File: src/rtl/alu_pkg.sv
// Shared encodings for the EX-stage issue logic: ALUCtr, ALUOp, funct, forward selects,
// squash FSM states and the EX/MEM payload.
package alu_pkg;

  localparam int unsigned DATA_W = 32;
  localparam int unsigned CTR_W  = 4;
  localparam int unsigned AOP_W  = 3;
  localparam int unsigned FN_W   = 6;
  localparam int unsigned SH_W   = 5;
  localparam int unsigned RD_W   = 5;
  localparam int unsigned FWD_W  = 2;

  localparam logic [CTR_W-1:0] CTR_AND = 4'b0000;
  localparam logic [CTR_W-1:0] CTR_OR  = 4'b0001;
  localparam logic [CTR_W-1:0] CTR_ADD = 4'b0010;
  localparam logic [CTR_W-1:0] CTR_SLL = 4'b0011;
  localparam logic [CTR_W-1:0] CTR_SRL = 4'b0100;
  localparam logic [CTR_W-1:0] CTR_JR  = 4'b0101;
  localparam logic [CTR_W-1:0] CTR_SUB = 4'b0110;
  localparam logic [CTR_W-1:0] CTR_SLT = 4'b0111;
  localparam logic [CTR_W-1:0] CTR_NOR = 4'b1100;
  localparam logic [CTR_W-1:0] CTR_ILL = 4'b1111;

  localparam logic [AOP_W-1:0] AOP_ADD   = 3'b000;
  localparam logic [AOP_W-1:0] AOP_SUB   = 3'b001;
  localparam logic [AOP_W-1:0] AOP_RTYPE = 3'b010;
  localparam logic [AOP_W-1:0] AOP_AND   = 3'b011;
  localparam logic [AOP_W-1:0] AOP_OR    = 3'b100;
  localparam logic [AOP_W-1:0] AOP_SLT   = 3'b101;

  localparam logic [FN_W-1:0] FN_ADD = 6'b100000;
  localparam logic [FN_W-1:0] FN_SUB = 6'b100010;
  localparam logic [FN_W-1:0] FN_AND = 6'b100100;
  localparam logic [FN_W-1:0] FN_OR  = 6'b100101;
  localparam logic [FN_W-1:0] FN_SLT = 6'b101010;
  localparam logic [FN_W-1:0] FN_NOR = 6'b100111;
  localparam logic [FN_W-1:0] FN_SLL = 6'b000000;
  localparam logic [FN_W-1:0] FN_SRL = 6'b000010;
  localparam logic [FN_W-1:0] FN_JR  = 6'b001000;

  localparam logic [FWD_W-1:0] FWD_RF  = 2'b00;
  localparam logic [FWD_W-1:0] FWD_MEM = 2'b01;
  localparam logic [FWD_W-1:0] FWD_WB  = 2'b10;

  typedef enum logic {
    ST_RUN    = 1'b0,
    ST_SQUASH = 1'b1
  } state_e;

  typedef struct packed {
    logic              valid;
    logic              regwrite;
    logic              memread;
    logic              memwrite;
    logic              illegal;
    logic [DATA_W-1:0] alu_res;
    logic [DATA_W-1:0] store_data;
    logic [RD_W-1:0]   rd;
  } ex_mem_t;

endpackage

File: src/rtl/alu_ctr_dec.sv
// Combinational ALUOp/funct to ALUCtr decoder; unknown encodings map to CTR_ILL and flag illegal.
module alu_ctr_dec
  import alu_pkg::*;
(
  input  logic [AOP_W-1:0] i_aluop,
  input  logic [FN_W-1:0]  i_funct,
  output logic [CTR_W-1:0] o_alu_ctr_c,
  output logic             o_illegal_c
);

  always_comb begin
    o_alu_ctr_c = CTR_ILL;
    o_illegal_c = 1'b1;
    case (i_aluop)
      AOP_ADD: begin o_alu_ctr_c = CTR_ADD; o_illegal_c = 1'b0; end
      AOP_SUB: begin o_alu_ctr_c = CTR_SUB; o_illegal_c = 1'b0; end
      AOP_AND: begin o_alu_ctr_c = CTR_AND; o_illegal_c = 1'b0; end
      AOP_OR:  begin o_alu_ctr_c = CTR_OR;  o_illegal_c = 1'b0; end
      AOP_SLT: begin o_alu_ctr_c = CTR_SLT; o_illegal_c = 1'b0; end
      AOP_RTYPE: begin
        o_illegal_c = 1'b0;
        case (i_funct)
          FN_ADD:  o_alu_ctr_c = CTR_ADD;
          FN_SUB:  o_alu_ctr_c = CTR_SUB;
          FN_AND:  o_alu_ctr_c = CTR_AND;
          FN_OR:   o_alu_ctr_c = CTR_OR;
          FN_SLT:  o_alu_ctr_c = CTR_SLT;
          FN_NOR:  o_alu_ctr_c = CTR_NOR;
          FN_SLL:  o_alu_ctr_c = CTR_SLL;
          FN_SRL:  o_alu_ctr_c = CTR_SRL;
          FN_JR:   o_alu_ctr_c = CTR_JR;
          default: begin o_alu_ctr_c = CTR_ILL; o_illegal_c = 1'b1; end
        endcase
      end
      default: ;
    endcase
  end

endmodule

File: src/rtl/alu_issue_stage.sv
// EX-stage front end: ALU control decode, operand forwarding, beq/jr resolution,
// EX/MEM payload register and the wrong-path squash FSM.
module alu_issue_stage
  import alu_pkg::*;
#(
  parameter int unsigned DW = 32
) (
  input  logic             clk,
  input  logic             reset,
  input  logic             id_valid,
  input  logic [AOP_W-1:0] id_aluop,
  input  logic [FN_W-1:0]  id_funct,
  input  logic [SH_W-1:0]  id_shamt,
  input  logic [DW-1:0]    id_rs_data,
  input  logic [DW-1:0]    id_rt_data,
  input  logic [DW-1:0]    id_imm,
  input  logic             id_alusrc,
  input  logic             id_branch,
  input  logic [DW-1:0]    id_pc4,
  input  logic [RD_W-1:0]  id_rd,
  input  logic             id_regwrite,
  input  logic             id_memread,
  input  logic             id_memwrite,
  input  logic [FWD_W-1:0] fwd_a_sel,
  input  logic [FWD_W-1:0] fwd_b_sel,
  input  logic [DW-1:0]    mem_fwd_data,
  input  logic [DW-1:0]    wb_fwd_data,
  input  logic             stall,
  input  logic             flush,
  output logic [DW-1:0]    alu_in1,
  output logic [DW-1:0]    alu_in2,
  output logic [CTR_W-1:0] alu_ctr,
  input  logic [DW-1:0]    alu_res,
  input  logic             alu_zero,
  output logic             ex_valid,
  output logic             ex_regwrite,
  output logic             ex_memread,
  output logic             ex_memwrite,
  output logic             ex_illegal,
  output logic [DW-1:0]    ex_alu_res,
  output logic [DW-1:0]    ex_store_data,
  output logic [RD_W-1:0]  ex_rd,
  output logic             br_taken,
  output logic             jr_taken,
  output logic [DW-1:0]    br_target,
  output logic [DW-1:0]    jr_target
);

  state_e           r_state;
  state_e           w_state_nxt;
  logic [CTR_W-1:0] w_ctr;
  logic             w_illegal;
  logic [DW-1:0]    w_a_fwd;
  logic [DW-1:0]    w_b_fwd;
  logic             w_is_shift;
  logic             w_is_jr;
  logic             w_eff_v;
  logic             w_br_take;
  logic             w_jr_take;
  logic [DW-1:0]    w_br_target;
  ex_mem_t          w_ex_nxt;
  ex_mem_t          r_ex;
  logic             r_br_taken;
  logic             r_jr_taken;
  logic [DW-1:0]    r_br_target;
  logic [DW-1:0]    r_jr_target;

  alu_ctr_dec u_dec (
    .i_aluop     (id_aluop),
    .i_funct     (id_funct),
    .o_alu_ctr_c (w_ctr),
    .o_illegal_c (w_illegal)
  );

  always_comb begin
    w_a_fwd = id_rs_data;
    case (fwd_a_sel)
      FWD_RF:  w_a_fwd = id_rs_data;
      FWD_MEM: w_a_fwd = mem_fwd_data;
      FWD_WB:  w_a_fwd = wb_fwd_data;
      default: w_a_fwd = id_rs_data;
    endcase
  end

  always_comb begin
    w_b_fwd = id_rt_data;
    case (fwd_b_sel)
      FWD_RF:  w_b_fwd = id_rt_data;
      FWD_MEM: w_b_fwd = mem_fwd_data;
      FWD_WB:  w_b_fwd = wb_fwd_data;
      default: w_b_fwd = id_rt_data;
    endcase
  end

  // Shifts take the value from rt and the amount from shamt.
  assign w_is_shift = (w_ctr == CTR_SLL) || (w_ctr == CTR_SRL);
  assign w_is_jr    = (w_ctr == CTR_JR);
  assign alu_ctr    = w_ctr;
  assign alu_in1    = w_is_shift ? w_b_fwd : w_a_fwd;
  assign alu_in2    = w_is_shift ? DW'(id_shamt) : (id_alusrc ? id_imm : w_b_fwd);

  assign w_eff_v     = id_valid && (r_state == ST_RUN);
  assign w_br_take   = w_eff_v && id_branch && alu_zero;
  assign w_jr_take   = w_eff_v && w_is_jr;
  assign w_br_target = id_pc4 + (id_imm << 2);

  always_comb begin
    w_ex_nxt            = '0;
    w_ex_nxt.valid      = w_eff_v;
    w_ex_nxt.regwrite   = w_eff_v && id_regwrite && !w_is_jr;
    w_ex_nxt.memread    = w_eff_v && id_memread;
    w_ex_nxt.memwrite   = w_eff_v && id_memwrite;
    w_ex_nxt.illegal    = w_eff_v && w_illegal;
    w_ex_nxt.alu_res    = alu_res;
    w_ex_nxt.store_data = w_b_fwd;
    w_ex_nxt.rd         = id_rd;
  end

  // Squash FSM: one slot after a taken redirect is killed; stalls freeze it, flush clears it.
  always_comb begin
    w_state_nxt = r_state;
    if (flush) begin
      w_state_nxt = ST_RUN;
    end else if (!stall) begin
      case (r_state)
        ST_RUN:    if (w_br_take || w_jr_take) w_state_nxt = ST_SQUASH;
        ST_SQUASH: w_state_nxt = ST_RUN;
        default:   w_state_nxt = ST_RUN;
      endcase
    end
  end

  always_ff @(posedge clk) begin
    if (reset) r_state <= ST_RUN;
    else       r_state <= w_state_nxt;
  end

  always_ff @(posedge clk) begin
    if (reset) begin
      r_ex        <= '0;
      r_br_taken  <= 1'b0;
      r_jr_taken  <= 1'b0;
      r_br_target <= '0;
      r_jr_target <= '0;
    end else if (flush) begin
      r_ex.valid    <= 1'b0;
      r_ex.regwrite <= 1'b0;
      r_ex.memread  <= 1'b0;
      r_ex.memwrite <= 1'b0;
      r_ex.illegal  <= 1'b0;
      r_br_taken    <= 1'b0;
      r_jr_taken    <= 1'b0;
    end else if (stall) begin
      r_br_taken <= 1'b0;
      r_jr_taken <= 1'b0;
    end else begin
      r_ex        <= w_ex_nxt;
      r_br_taken  <= w_br_take;
      r_jr_taken  <= w_jr_take;
      r_br_target <= w_br_target;
      r_jr_target <= w_a_fwd;
    end
  end

  assign ex_valid      = r_ex.valid;
  assign ex_regwrite   = r_ex.regwrite;
  assign ex_memread    = r_ex.memread;
  assign ex_memwrite   = r_ex.memwrite;
  assign ex_illegal    = r_ex.illegal;
  assign ex_alu_res    = r_ex.alu_res;
  assign ex_store_data = r_ex.store_data;
  assign ex_rd         = r_ex.rd;
  assign br_taken      = r_br_taken;
  assign jr_taken      = r_jr_taken;
  assign br_target     = r_br_target;
  assign jr_target     = r_jr_target;

endmodule
File: config.mk
export PLATFORM = sky130hd
export DESIGN_NAME = alu_issue_stage
export DESIGN_NICKNAME = d
export VERILOG_FILES = /design/src/rtl/alu_pkg.sv /design/src/rtl/alu_ctr_dec.sv /design/src/rtl/alu_issue_stage.sv
export SDC_FILE = /design/constraint.sdc
export NUM_CORES = 1
export LEC_CHECK = 0
export ABC_AREA = 1
export CAP_MARGIN = 0
export CELL_PAD_IN_SITES_DETAIL_PLACEMENT = 1
export CELL_PAD_IN_SITES_GLOBAL_PLACEMENT = 2
export CORE_MARGIN = 2
export CORE_UTILIZATION = 22
export CTS_CLUSTER_DIAMETER = 60
export DETAILED_ROUTE_END_ITERATION = 8
export PLACE_DENSITY = 0.88
export SLEW_MARGIN = 10
export SYNTH_ARGS = -nofsm -noshare
export SYNTH_HDL_FRONTEND = slang
export SYNTH_SLANG_ARGS = --single-unit
File: constraint.sdc
create_clock -name clk -period 3.8 [get_ports clk]
set_input_delay 0.76 -clock clk [delete_from_list [all_inputs] [get_ports clk]]
set_output_delay 0.76 -clock clk [all_outputs]
set_load 0.01 [all_outputs]
==> results_dict.tcl, run 1 <==
set metrics [dict create \
    grt_pass1_vias 13600 \
    syn_nets 1866 \
    period_share 0.968 \
    synth_commonest_cells "nor2_1 (320), nand2_1 (255), o21ai_0 (210)" \
    min_path_cells 2 \
    start_kind "input port" \
    boundaryPins 466 \
    relSlewSlack 0.481 \
    power.internal_uw 3550 \
    area_delta_synth_final_pct 76.0 \
    end_kind "output port" \
    rsz0062_at_grt "false" \
    wirelength_um 56700 \
    status "complete, no violations" \
    synthCells 1574 \
    row_count 76 \
    synth_seq_cells 141 \
    worstSetupStartpoint "fwd_b_sel[0]" \
    swShare 0.368 \
    tightest_slew_ps 779 \
    grt_first_pass_wirelength_um 82700 \
    die-width_um 213 \
    drc_errors 0 \
    antenna_found_initial 5 \
    sequential_cell_area_mm2 0.00282 \
    path_max_fanout 6 \
    grt_max_degree 75 \
    hpwl_um 43700 \
    skew_ps 2.99 \
    synth_edf_count 0 \
    cts_root_buf "clkbuf_16" \
    slowest_stage "dlygate4sd2_1" \
    fin_util 0.393 \
    die_y_um 213 \
    yosysSeqAreaShare 0.293 \
    htreeDepth 4 \
    cts_made_buffers 17 \
    wire_per_inst_um 20.7 \
    synthArstFlopShare 0 \
    multi_input_area_mm2 0.00579 \
    gp_congestion 0.907 \
    power_frac_seq 0.291 \
    r2r_slack_ps 2650 \
    num_vias 12900 \
    gr-total-overflow 0 \
    required_ps 3040 \
    dieArea_mm2 0.0454 \
    port_buffers 465 \
    p_comb_frac 0.406 \
    synthFlopType "dfxtp_1" \
    netSwitchingPower_uw 2070 \
    synthesis.area_mm2 0.00962 \
    ys_types 40 \
    clock_sinks 141 \
    finalMaxSlewViolations 0 \
    synth_top_cell_by_area "dfxtp_1" \
    path_cells "dlygate4sd2_1, inv_2, ha_4, clkinvlp_4, buf_12, bufbuf_16, buf_4, o221ai_1, o21ai_1, buf_4, nand2_1, o21ai_0, nor2_1, clkdlybuf4s15_2" \
    drt-initial-drc-count 758 \
    avgViaCountPerCell 4.72 \
    final.min_clock_period_ps 3680 \
    leakagePower_uw 0.00779 \
    placed_cells 2672 \
    final.setup.tns_ps 0 \
    yosysMostFrequentCell "nor2_1" \
    initial_core_util 0.223 \
    max_freq_ghz 0.272 \
    syn_avg_cell_area_um2 6.11 \
    drive_gt1_frac 0.139 \
    worstSetupPathType "in2out" \
    fin_ws_ps 120 \
    nNetsFinal 2426 \
    synthTopCellsByArea "dfxtp_1 (29%), nor2_1 (12%), o21ai_0 (11%), nand2_1 (10%), inv_1 (7.9%)" \
    first_pass_iters 5 \
    clock_path_buffers 2 \
    max_cap_viol_count 0 \
    hp-start "ex_memwrite" \
    arrival_ps 2920 \
    vdd_ir_drop_max_mv 0.296 \
    cts_hold_buf 0 \
    finalNonFillerCells 2736 \
    path_clk_slew_ps 60 \
    ant_nets 0 \
    hold_path.class "reg2reg" \
    hold_viol_final 0 \
    p_per_area_mw_per_mm2 332 \
    critPathMaxStageDelay_ps 300 \
    reg2regPathDepth 5 \
    tritoncts "yes" \
    worstSkewPairLatency_ps 480 \
    yosys_warnings 0 \
    synth_top_area_share 0.293 \
    coreArea_mm2 0.0431 \
    place_ws_ps -500 \
    gr-usage-all-layers 0.246 \
    setup_viol 0 \
    crit_top_cell "buf_4" \
    power_frac_clock 0.304 \
    r2r_start "r_state" \
    n_fill_cell 5403 \
]
==> layout by cell type, fill, tap and decap left out, types with 6 or more instances in the layout <==
cell type	count
inv_6	7
clkbuf_2	6
buf_4	135
dfxtp_1	141
a21oi_1	143
o21ai_2	6
clkdlybuf4s50_1	392
nand4_1	12
o221ai_1	29
nand3_1	43
xor2_1	8
ha_1	32
o21ai_1	14
o21ai_0	195
buf_12	22
clkbuf_16	17
o21bai_1	6
nand3_2	26
clkdlybuf4s15_2	10
nor2_4	11
inv_1	197
nor2_1	311
nand2_2	11
nand2_1	246
inv_2	9
dlygate4sd2_1	47
==> cell families after synthesis <==
kind of cell,share of synthesized area
AOI/OAI and AO/OA,0.230
xor gates and xnor gates,0.00911
adders and majority gates,0.0450
buffers and inverters,0.123
DFF,0.293
and+or+nand+nor,0.299
==> power by group through the flow <==
stage	Clock (uW)	Sequential, uW	Combinational (uW)
CTS	1760	1630	2280
global placement	0	1660	2210
finish	1700	1630	2280
detailed placement	0	1660	2250
global route	1810	1640	2470
floorplan	0	1700	841
==> cell type report <==
cell class	instances	share of cell area
clock buffer	18	0.0259
antenna	4	0.000591
inverter	210	0.0469
timing repair buffer	630	0.367
multi-input combinational	1134	0.342
clock inverter	14	0.00747
tap	585	0.0432
sequential	141	0.167
==> critical path, delay by kind of cell <==
kind	cells	cell delay, ps
AO/OA/AOI/OAI	3	420
adder cells (fa/ha/maj)	1	140
buffers and inverters	8	1430
AND/OR/NAND/NOR	2	170
==> what timing repair did <==
action,in CTS,in global routing
pin swaps,10,6
gates cloned,4,0
setup buffers,21,3
resized for setup,162,30
setup endpoints to repair,64,45
==> sequential cells by signal, indices dropped and copies added, names as in the netlist <==
| name | cells |
|---|---|
| ex_valid | 1 |
| ex_memwrite | 1 |
| ex_store_data | 32 |
| ex_memread | 1 |
| r_state | 1 |
| br_target | 32 |
| ex_illegal | 1 |
| ex_regwrite | 1 |
| jr_taken | 1 |
| ex_alu_res | 32 |
| jr_target | 32 |
| ex_rd | 5 |
| br_taken | 1 |
==> metrics by stage <==
stage	hold slack, ps	area [um^2]	power (uW)
floorplan	481	9620	2550
global placement	456	15900	3870
detailed placement	474	15900	3910
CTS	483	16900	5670
global route	499	16900	5920
finish	476	16900	5620
==> worst paths after layout <==
path	end
min	ex_memwrite
min reg2reg	ex_memwrite
max	alu_in2[29]
max reg2reg	ex_memread
==> per-layer routing <==
metal  wire [um]  track usage  vias up
li1            -            -     6214
met1       25000        0.307     6218
met3        3080       0.0543       89
met2       26900        0.414      379
met4        1760       0.0926        2
met5          12            0        -
Power figures use the tool's default switching activity.
==> run 2, diff against run 1 <==
CORE_MARGIN = not set   (was 2)
==> results_dict.tcl, run 2 (synthesized netlist as in run 1, its figures left out) <==
set metrics [dict create \
    status "complete, no violations" \
    tightest_slew_ps 584 \
    gr-usage-all-layers 0.238 \
    power.internal_uw 3710 \
    grt_max_degree 86 \
    setup_viol 0 \
    num_vias 12800 \
    gr-total-overflow 0 \
    first_pass_iters 5 \
    clock_sinks 141 \
    worstSkewPairLatency_ps 460 \
    netSwitchingPower_uw 1950 \
    sequential_cell_area_mm2 0.00282 \
    final_cell_mix "clkdlybuf4s50_1 (393), nor2_1 (313), nand2_1 (250)" \
    leakagePower_uw 0.00769 \
    clock_path_buffers 2 \
    dieArea_mm2 0.0446 \
    vdd_ir_drop_max_mv 0.343 \
    p_per_area_mw_per_mm2 339 \
    swShare 0.344 \
    relSlewSlack 0.611 \
    avgViaCountPerCell 4.73 \
    gp_congestion 0.937 \
    antenna_found_initial 4 \
    max_cap_viol_count 0 \
    cts_made_buffers 17 \
    port_buffers 465 \
    hold_path.class "reg2reg" \
    period_share 0.975 \
    grt_first_pass_wirelength_um 79400 \
    n_fill_cell 5444 \
    wire_per_inst_um 20.0 \
    coreArea_mm2 0.0431 \
    p_comb_frac 0.395 \
    arrival_ps 2940 \
    required_ps 3040 \
    hold_viol_final 0 \
    ant_nets 0 \
    path_clk_slew_ps 60 \
    end_kind "output port" \
    skew_ps 3.54 \
    die_y_um 211 \
    area_delta_synth_final_pct 73.7 \
    fin_ws_ps 96.6 \
    boundaryPins 466 \
    drc_errors 0 \
    nNetsFinal 2407 \
    place_ws_ps -491 \
    htreeDepth 4 \
    row_count 76 \
    final_common_cell "clkdlybuf4s50_1" \
    worstSetupPathType "in2out" \
    die-width_um 211 \
    start_kind "input port" \
    fin_util 0.388 \
    drive_gt1_frac 0.125 \
    initial_core_util 0.223 \
    tritoncts "yes" \
    power_frac_seq 0.289 \
    path_max_fanout 7 \
    max_freq_ghz 0.270 \
    grt_pass1_vias 13300 \
    cts_root_buf "clkbuf_16" \
    finalMaxSlewViolations 0 \
    cts_hold_buf 0 \
    multi_input_area_mm2 0.00580 \
    final.min_clock_period_ps 3700 \
    power_frac_clock 0.317 \
    hpwl_um 42900 \
    drt-initial-drc-count 686 \
    wirelength_um 54300 \
]
-- run 2: cell types whose count changed in the layout (fill, tap and decap cells not counted), moves of 6 or more --
cell	previous run	this run
buf_12	22	15
inv_6	7	1
clkdlybuf4s15_2	10	2
buf_4	135	121
clkbuf_2	6	12
o21ai_0	195	189
-- run 2: worst paths after layout --
path / to / slack [ps] / cells after the start / startpoint
setup / recovery: alu_in2[2] / 100 / 18 / id_funct[0]
hold / removal: ex_illegal / 470 / 2 / ex_illegal
setup reg to reg: ex_illegal / 2670 / 5 / r_state
hold reg to reg: ex_illegal / 470 / 2 / ex_illegal
-- run 2: cell type report --
class / count / area share
Sequential cell: 141 / 0.169
Clock buffer: 22 / 0.0278
Timing Repair Buffer: 611 / 0.356
Multi-Input combinational cell: 1134 / 0.347
Clock inverter: 10 / 0.00824
Tap cell: 585 / 0.0438
Antenna cell: 2 / 0.000300
Inverter: 210 / 0.0475
-- run 2: repair_timing --
item                       4_1_cts  5_1_grt
gates resized for setup        127       56
gates cloned                     3        2
buffers inserted                 7        1
pin swaps                        4        5
setup endpoints to repair       64       60
-- run 2: metal layers --
layer,global-route usage,up-vias,wire length [um]
met5,0,-,27
met2,0.408,389,26200
li1,-,6181,-
met1,0.294,6177,23400
met4,0.0965,4,1760
met3,0.0433,88,2880
-- run 2: power by group through the flow --
stage | clock network [uW] | logic, uW | registers, uW
floorplan | 0 | 841 | 1700
CTS | 1840 | 2220 | 1630
global placement | 0 | 2180 | 1660
detailed placement | 0 | 2210 | 1660
global route | 1890 | 2420 | 1640
finish | 1790 | 2230 | 1630
-- run 2: worst max-delay path: stages --
cell	delay [ps]
dlygate4sd2_1	350
inv_1	100
nand3_1	100
nand2_1	90
nor2_1	170
nand2_1	90
nand2_2	80
nand2_2	60
nand2_4	90
nor2_4	50
nand3_4	90
nand2_8	100
buf_4	150
buf_12	130
buf_4	130
nand2_1	50
nand2_1	40
dlygate4sd2_1	280
-- run 2: metrics by stage --
stage / total power [uW] / instance area (um^2) / hold WS (ps) / TNS, ps / cells
2_1_floorplan: 2550 / 9620 / 481 / 0 / 1574
4_1_cts: 5690 / 16600 / 464 / 0 / 2710
5_1_grt: 5950 / 16700 / 487 / -46.2 / 2714
3_3_place_gp: 3840 / 15800 / 446 / -20370 / 2668
6_report: 5660 / 16700 / 467 / 0 / 2715
3_5_place_dp: 3870 / 15800 / 455 / -25850 / 2668
==> run 3, diff against run 2 <==
SLEW_MARGIN = 15   (was 10)
==> results of run 3 <==
Final layout, timing and power as in run 2 (identical DEF).
